File: src/rtl/sid_i2s_tx.sv
// SID audio to I2S serializer: one-entry holding buffer feeding a
// 64-bit I2S frame that carries the same sample on both channels.
module sid_i2s_tx #(
  parameter int unsigned BCLK_DIV = 4
) (
  input  logic        clk,
  input  logic        reset,
  input  logic [15:0] sample_in,
  input  logic        sample_valid,
  output logic        sample_ready,
  input  logic        mute,
  output logic        i2s_bclk,
  output logic        i2s_lrclk,
  output logic        i2s_sdata,
  output logic        frame_start,
  output logic        underrun
);

  localparam logic [7:0] DIV_MAX = 8'(BCLK_DIV - 1);

  logic [7:0]  div_cnt;
  logic [5:0]  bit_cnt;
  logic [5:0]  bit_nxt;
  logic [5:0]  idx_l;
  logic [5:0]  idx_r;
  logic [15:0] hold;
  logic [15:0] frame_word;
  logic        hold_empty;
  logic        tick;
  logic        fall;
  logic        load;
  logic        accept;
  logic        sbit;

  assign sample_ready = hold_empty;
  assign tick    = (div_cnt == DIV_MAX);
  assign fall    = tick & i2s_bclk;
  assign load    = fall & (bit_cnt == 6'd63);
  assign accept  = sample_valid & hold_empty;
  assign bit_nxt = bit_cnt + 6'd1;
  assign idx_l   = 6'd16 - bit_nxt;
  assign idx_r   = 6'd48 - bit_nxt;

  // Serial bit for the slot the bit counter is about to enter
  always_comb begin
    sbit = 1'b0;
    unique case (1'b1)
      (bit_nxt >= 6'd1 && bit_nxt <= 6'd16):
        sbit = frame_word[idx_l[3:0]];
      (bit_nxt >= 6'd33 && bit_nxt <= 6'd48):
        sbit = frame_word[idx_r[3:0]];
      default:
        sbit = 1'b0;
    endcase
  end

  always_ff @(posedge clk or posedge reset) begin
    if (reset) begin
      div_cnt  <= '0;
      i2s_bclk <= 1'b0;
    end else if (tick) begin
      div_cnt  <= '0;
      i2s_bclk <= ~i2s_bclk;
    end else begin
      div_cnt  <= div_cnt + 8'd1;
    end
  end

  always_ff @(posedge clk or posedge reset) begin
    if (reset) begin
      bit_cnt   <= '0;
      i2s_lrclk <= 1'b0;
      i2s_sdata <= 1'b0;
    end else if (fall) begin
      bit_cnt   <= bit_nxt;
      i2s_lrclk <= bit_nxt[5];
      i2s_sdata <= sbit;
    end
  end

  // A load empties the buffer, but a same-edge write refills it
  always_ff @(posedge clk or posedge reset) begin
    if (reset) begin
      hold        <= '0;
      hold_empty  <= 1'b1;
      frame_word  <= '0;
      frame_start <= 1'b0;
      underrun    <= 1'b0;
    end else begin
      frame_start <= load;
      underrun    <= load & hold_empty;
      if (accept)
        hold <= sample_in;
      if (load) begin
        hold_empty <= ~accept;
        if (mute)
          frame_word <= '0;
        else if (!hold_empty)
          frame_word <= hold;
      end else if (accept) begin
        hold_empty <= 1'b0;
      end
    end
  end

endmodule

File: config.mk
export PLATFORM = sky130hd
export DESIGN_NAME = sid_i2s_tx
export DESIGN_NICKNAME = d
export VERILOG_FILES = /design/src/rtl/sid_i2s_tx.sv
export SDC_FILE = /design/constraint.sdc
export NUM_CORES = 1
export LEC_CHECK = 0
export CORE_UTILIZATION = 40
export DETAILED_ROUTE_END_ITERATION = 6
export PLACE_DENSITY = 0.72
export RECOVER_POWER = 25
export SLEW_MARGIN = 30
export SYNTH_ARGS = -nofsm -noshare
export SYNTH_HDL_FRONTEND = slang
export SYNTH_SLANG_ARGS = --single-unit
File: constraint.sdc
create_clock -name clk -period 2.7 [get_ports clk]
set_clock_uncertainty 0.2 [all_clocks]
set_input_delay 0.54 -clock clk [delete_from_list [all_inputs] [get_ports clk]]
set_output_delay 0.54 -clock clk [all_outputs]
set_load 0.1 [all_outputs]
### Word-level counts from Yosys, hierarchy flattened

Cells that the tools add are included.

| storage, ports and cells | value |
|---|---|
| register bits | 52 |
| input port bits | 20 |
| output and inout port bits | 6 |
| logic and storage cells | 43 |

| operators by class | value |
|---|---|
| add/subtract/negate cells | 4 |
| order comparisons | 6 |
| equality and inequality tests | 3 |
| multiplexer cells | 10 |
| bitwise operators | 6 |
| reduce and logical (&&, ||, !) cells | 4 |

Operators by type and width:

| cell | count |
|---|---|
| $mux 16 | 2 |
| $lt 4x5->1 const B | 2 |
| $add 8x1->8 const B | 1 |
| $bmux 1 s4 | 2 |
| $eq 8x2->1 const B | 1 |
| $mux 8 | 1 |
| $sub 1x4->4 const A | 2 |
| $add 6x1->6 const B | 1 |
| $eq 6x6->1 const B | 1 |
| $ge 6x1->1 const B | 1 |
| $ge 6x6->1 const B | 1 |
| $le 6x5->1 const B | 1 |
| $le 6x6->1 const B | 1 |
| $and 1x1->1 | 4 |
| $mux 1 | 4 |
| $logic_and 1x1->1 | 2 |
| $ne 2x2->1 const B | 1 |
| $not 1->1 | 2 |
| $pmux 1 s2 | 1 |
| $reduce_and 2->1 | 1 |
| $reduce_bool 2->1 | 1 |

### Longest topological paths before layout

| logic depth | value |
|---|---|
| depth after elaboration | 5 |
| mapped depth | 10 |
| mapped depth without buffers | 8 |

### Least setup slack after synthesis

Ideal clock, no wire load.

| timing | value |
|---|---|
| path type | register -> register |
| start | register bit_cnt[0] |
| end | register i2s_sdata |
| library setup time | 0.123 ns |
| arrival | 2.378 ns |
| required time | 2.377 ns |
| path slack | -0.001 ns |
| stages on the path, launching flop included | 10 |
| buffers on the path | 2 |
| clock period less this slack | 2.701 ns |
| path through | dfrtp_1 -> clkbuf_1 -> inv_1 -> ha_1 -> clkbuf_1 -> mux4_2 -> nand2b_1 -> a22o_1 -> nand3_1 -> a32o_1 |

| on the way | value |
|---|---|
| cells in the longest elaborated chain, start to end | 5 |
| elaborated cells on any way between the ends | 14 |
| classes of those cells | add/sub: 3; order compare: 4; mux: 5; reduce/logical: 2 |

RTL lines:

| item | line | text |
|---|---|---|
| start, declared | 22 | `logic [5:0] bit_cnt;` |
| start signal, assigned | 75 | `bit_cnt <= bit_nxt;` |
| $add 6x1->6 * | 40 | `assign bit_nxt = bit_cnt + 6'd1;` |
| net bit_nxt[0] | 23 | `logic [5:0] bit_nxt;` |
| $sub 1x4->4 | 41, 42 |  |
| $bmux 1 s4 | 49, 51 |  |
| $mux 1 (implied by the code) | 49, 51 |  |
| $pmux 1 s2 * | 47 | `unique case (1'b1)` |
| end signal, assigned | 77 | `i2s_sdata <= sbit;` |
| end, declared | 14 | `output logic i2s_sdata,` |

Mark *: on every way through the listed nets, which the timed path passes. The rest lies on a longest branch. The select of a mux whose other input is x is not followed.
A chain may end at the register's enable or synchronous reset.

### Worst setup path after layout

| timing | value |
|---|---|
| start | register div_cnt[5] |
| end | register bit_cnt[4] |

| on the way | value |
|---|---|
| cells in the longest elaborated chain, start to end | 2 |

RTL lines:

| item | line | text |
|---|---|---|
| start, declared | 21 | `logic [7:0] div_cnt;` |
| start signal, assigned | 65 | `div_cnt <= div_cnt + 8'd1;` |
| $eq 8x2->1 | 36 | `assign tick = (div_cnt == DIV_MAX);` |
| $and 1x1->1 | 37 | `assign fall = tick & i2s_bclk;` |

No other way between the ends.

==> impl_metrics.yaml <==
status:
  outcome: "completed"
route:
  drt-total-wl_um: 3971
  drc: 0
  ant_nets: 0
  first_iter_violations: 100
  first_pass_iters: 4
  post_drt_wl_per_cell_um: 12.93
  avgViaCountPerCell: 5.026
  vias: 1543
clocking:
  cts_buffers: 5
  cts.root.buffer_cell: "clkbuf_8"
  ctsHoldBuffers: 0
  clock_sinks: 51
  insertion_delay_ps: 300
  post_cts_buffers: 0
  cts_buffer_depth: 2
  path_clk_slew_ps: 90
  cts_tree: "yes"
  cts_resized: 0
  htree_levels: 2
yosys:
  synthCells: 201
  ys_seq_elements: 51
  syn-num-nets: 224
  synth-edff-count: 0
  synth-async-reset-ratio: 1.000
  ys_seq_area_frac: 0.5543
  synth_area_um2: 2305
  yosysWarnings: 0
  avgSynthCellArea_um2: 11.47
  synth_ff_type: "dfrtp_1"
  ys_types: 40
place:
  placedInstanceArea_um2: 2655
  io_buffers: 25
  dp_hpwl_um: 2815
  place.gp.congestion: 0.8485
global_routing:
  grt_overflow: 0
  grt_pass1_wl_um: 6900
  grt_max_degree: 25
  grt_usage: 0.1457
  grt_pass1_vias: 1504
  antenna_found_initial: 0
layout:
  layout-drive-gt1-share: 0.2213
  seqCellArea_um2: 1277
  nFillCells: 507
  multi_input_area_um2: 958.4
  final_nets: 257
  diodes: 0
  synthToLayoutAreaGrowth_pct: 20.96
  finish.instance_area_um2: 2788
power:
  power_density_nw_per_um2: 535.1
  total_power_mw: 1.492
  leakagePower_nw: 1.301
  peakVddDrop_v: 0.0002878
setup_path:
  endpoint_kind: "register"
  critical_path.max_fanout: 5
  critPathRequiredTime_ps: 2680
  timing_worst_setup_path_type: "reg2reg"
  startpoint_type: "register"
  worst-endpoint-arrival_ps: 2360
timing:
  setup-violations-final: 0
  timing.slew.headroom: 0.4446
  finalCriticalPeriod_ps: 2373
  tightestPinTransition_ps: 832.2
  slew_viol_final: 0
  rsz0062_at_grt: "no"
  final.setup.tns_ps: 0
  fmax_mhz: 421.4
  whs_ps: 274.4
  hold_viol: 0
  min_period_over_period: 0.8789
min_path:
  min_path_type: "reg2reg"
floorplanning:
  die_w_um: 77.91
  die_h_um: 77.91
  dieArea_um2: 6069
  core_area_um2: 5540
  start_util: 0.4160
  rows: 27
  io_pins: 26
job:
  cap_violations: 0
critical path, stage by stage (launching register included):
cell and delay [ps]:
dfrtp_1 420, or4_4 550, nor4b_4 360, and2_0 280, buf_4 180, nand3_1 100
xnor2_1 150
worst paths after layout:
| check | start | endpoint | slack, ps | cells past startpoint |
|---|---|---|---|---|
| setup / recovery | div_cnt[5] | bit_cnt[4] | 330 | 6 |
| hold / removal | frame_word[5] | frame_word[5] | 270 | 2 |
| setup reg to reg | div_cnt[5] | bit_cnt[4] | 330 | 6 |
| hold reg to reg | frame_word[5] | frame_word[5] | 270 | 2 |
| max in group asynchronous | reset | div_cnt[3] | 590 | 3 |
| min in group asynchronous | reset | div_cnt[6] | 640 | 2 |
metal layers:
| metal | GRT usage | routed length [µm] | vias to the layer above | share of wire |
|---|---|---|---|---|
| met4 | 0.07778 | 92 | 0 | 0.023 |
| li1 | - | - | 755 | - |
| met1 | 0.1934 | 1884 | 735 | 0.47 |
| met3 | 0.03412 | 163 | 11 | 0.041 |
| met5 | 0 | 0 | - | 0 |
| met2 | 0.2212 | 1830 | 42 | 0.46 |
report_power, final:
group	leakage, nW	switching (mW)	internal, mW
logic	0.568	0.0277	0.0460
registers	0.669	0.0134	0.791
clock network	0.0644	0.244	0.369
kinds of logic after synthesis:
logic type               Yosys count  synth area share
flip-flops                        51            0.5543
AO/OA/AOI/OAI                     13           0.04506
AND/OR/NAND/NOR                   88            0.1916
multiplexers                      20            0.1173
buffers and inverters             14           0.02985
adder cells (fa/ha/maj)            3           0.01629
XOR/XNOR                          12           0.04561
cell usage after synthesis (2+ instances only):
cell type / count / share of area
nand4_1: 2 / 0.0054
buf_4: 2 / 0.0065
inv_1: 4 / 0.0065
and3_1: 2 / 0.0054
and2_1: 2 / 0.0054
nand3_1: 22 / 0.048
mux4_2: 4 / 0.039
xor2_1: 3 / 0.011
xnor2_1: 9 / 0.034
nand2_1: 41 / 0.067
nand2b_1: 2 / 0.0054
ha_1: 3 / 0.016
clkbuf_1: 5 / 0.0081
dfrtp_1: 50 / 0.54
nor2_1: 6 / 0.0098
mux2_2: 16 / 0.078
a21oi_1: 4 / 0.0087
o21ai_0: 2 / 0.0043
sequential cells by signal (all words and copies together) (netlist names):
signal	count
hold	16
sample_ready	1
div_cnt	8
i2s_sdata	1
i2s_bclk	1
underrun	1
bit_cnt	5
frame_start	1
frame_word	16
i2s_lrclk	1
through the flow:
stage                 util  worst slack (ps)  instances
finish              0.5032             326.9        307
global route        0.5032             198.6        307
CTS                 0.5038             314.1        307
detailed placement  0.4792             362.1        299
global placement    0.4792             408.0        299
floorplan                -             158.8        201
area by class of cell:
type,instances,area share
flip-flops and latches,51,0.4583
inverters,5,0.006733
multi-input cells,136,0.3438
well taps,72,0.03232
repair buffers,35,0.1100
clock inverters,3,0.02424
clock buffers,5,0.02469
layout by cell type, fill, tap and decap left out, types with 3 or more instances in the layout:
cell,Yosys,routed
mux4_2,4,4
xor2_1,3,3
a21oi_1,4,4
clkdlybuf4s50_1,0,18
inv_1,4,4
nor2_1,6,6
nand3_1,22,22
clkbuf_8,0,5
ha_1,3,3
mux2_2,16,16
buf_4,2,15
dfrtp_1,50,50
nand2_1,41,41
xnor2_1,9,9
Power figures use the tool's default switching activity.
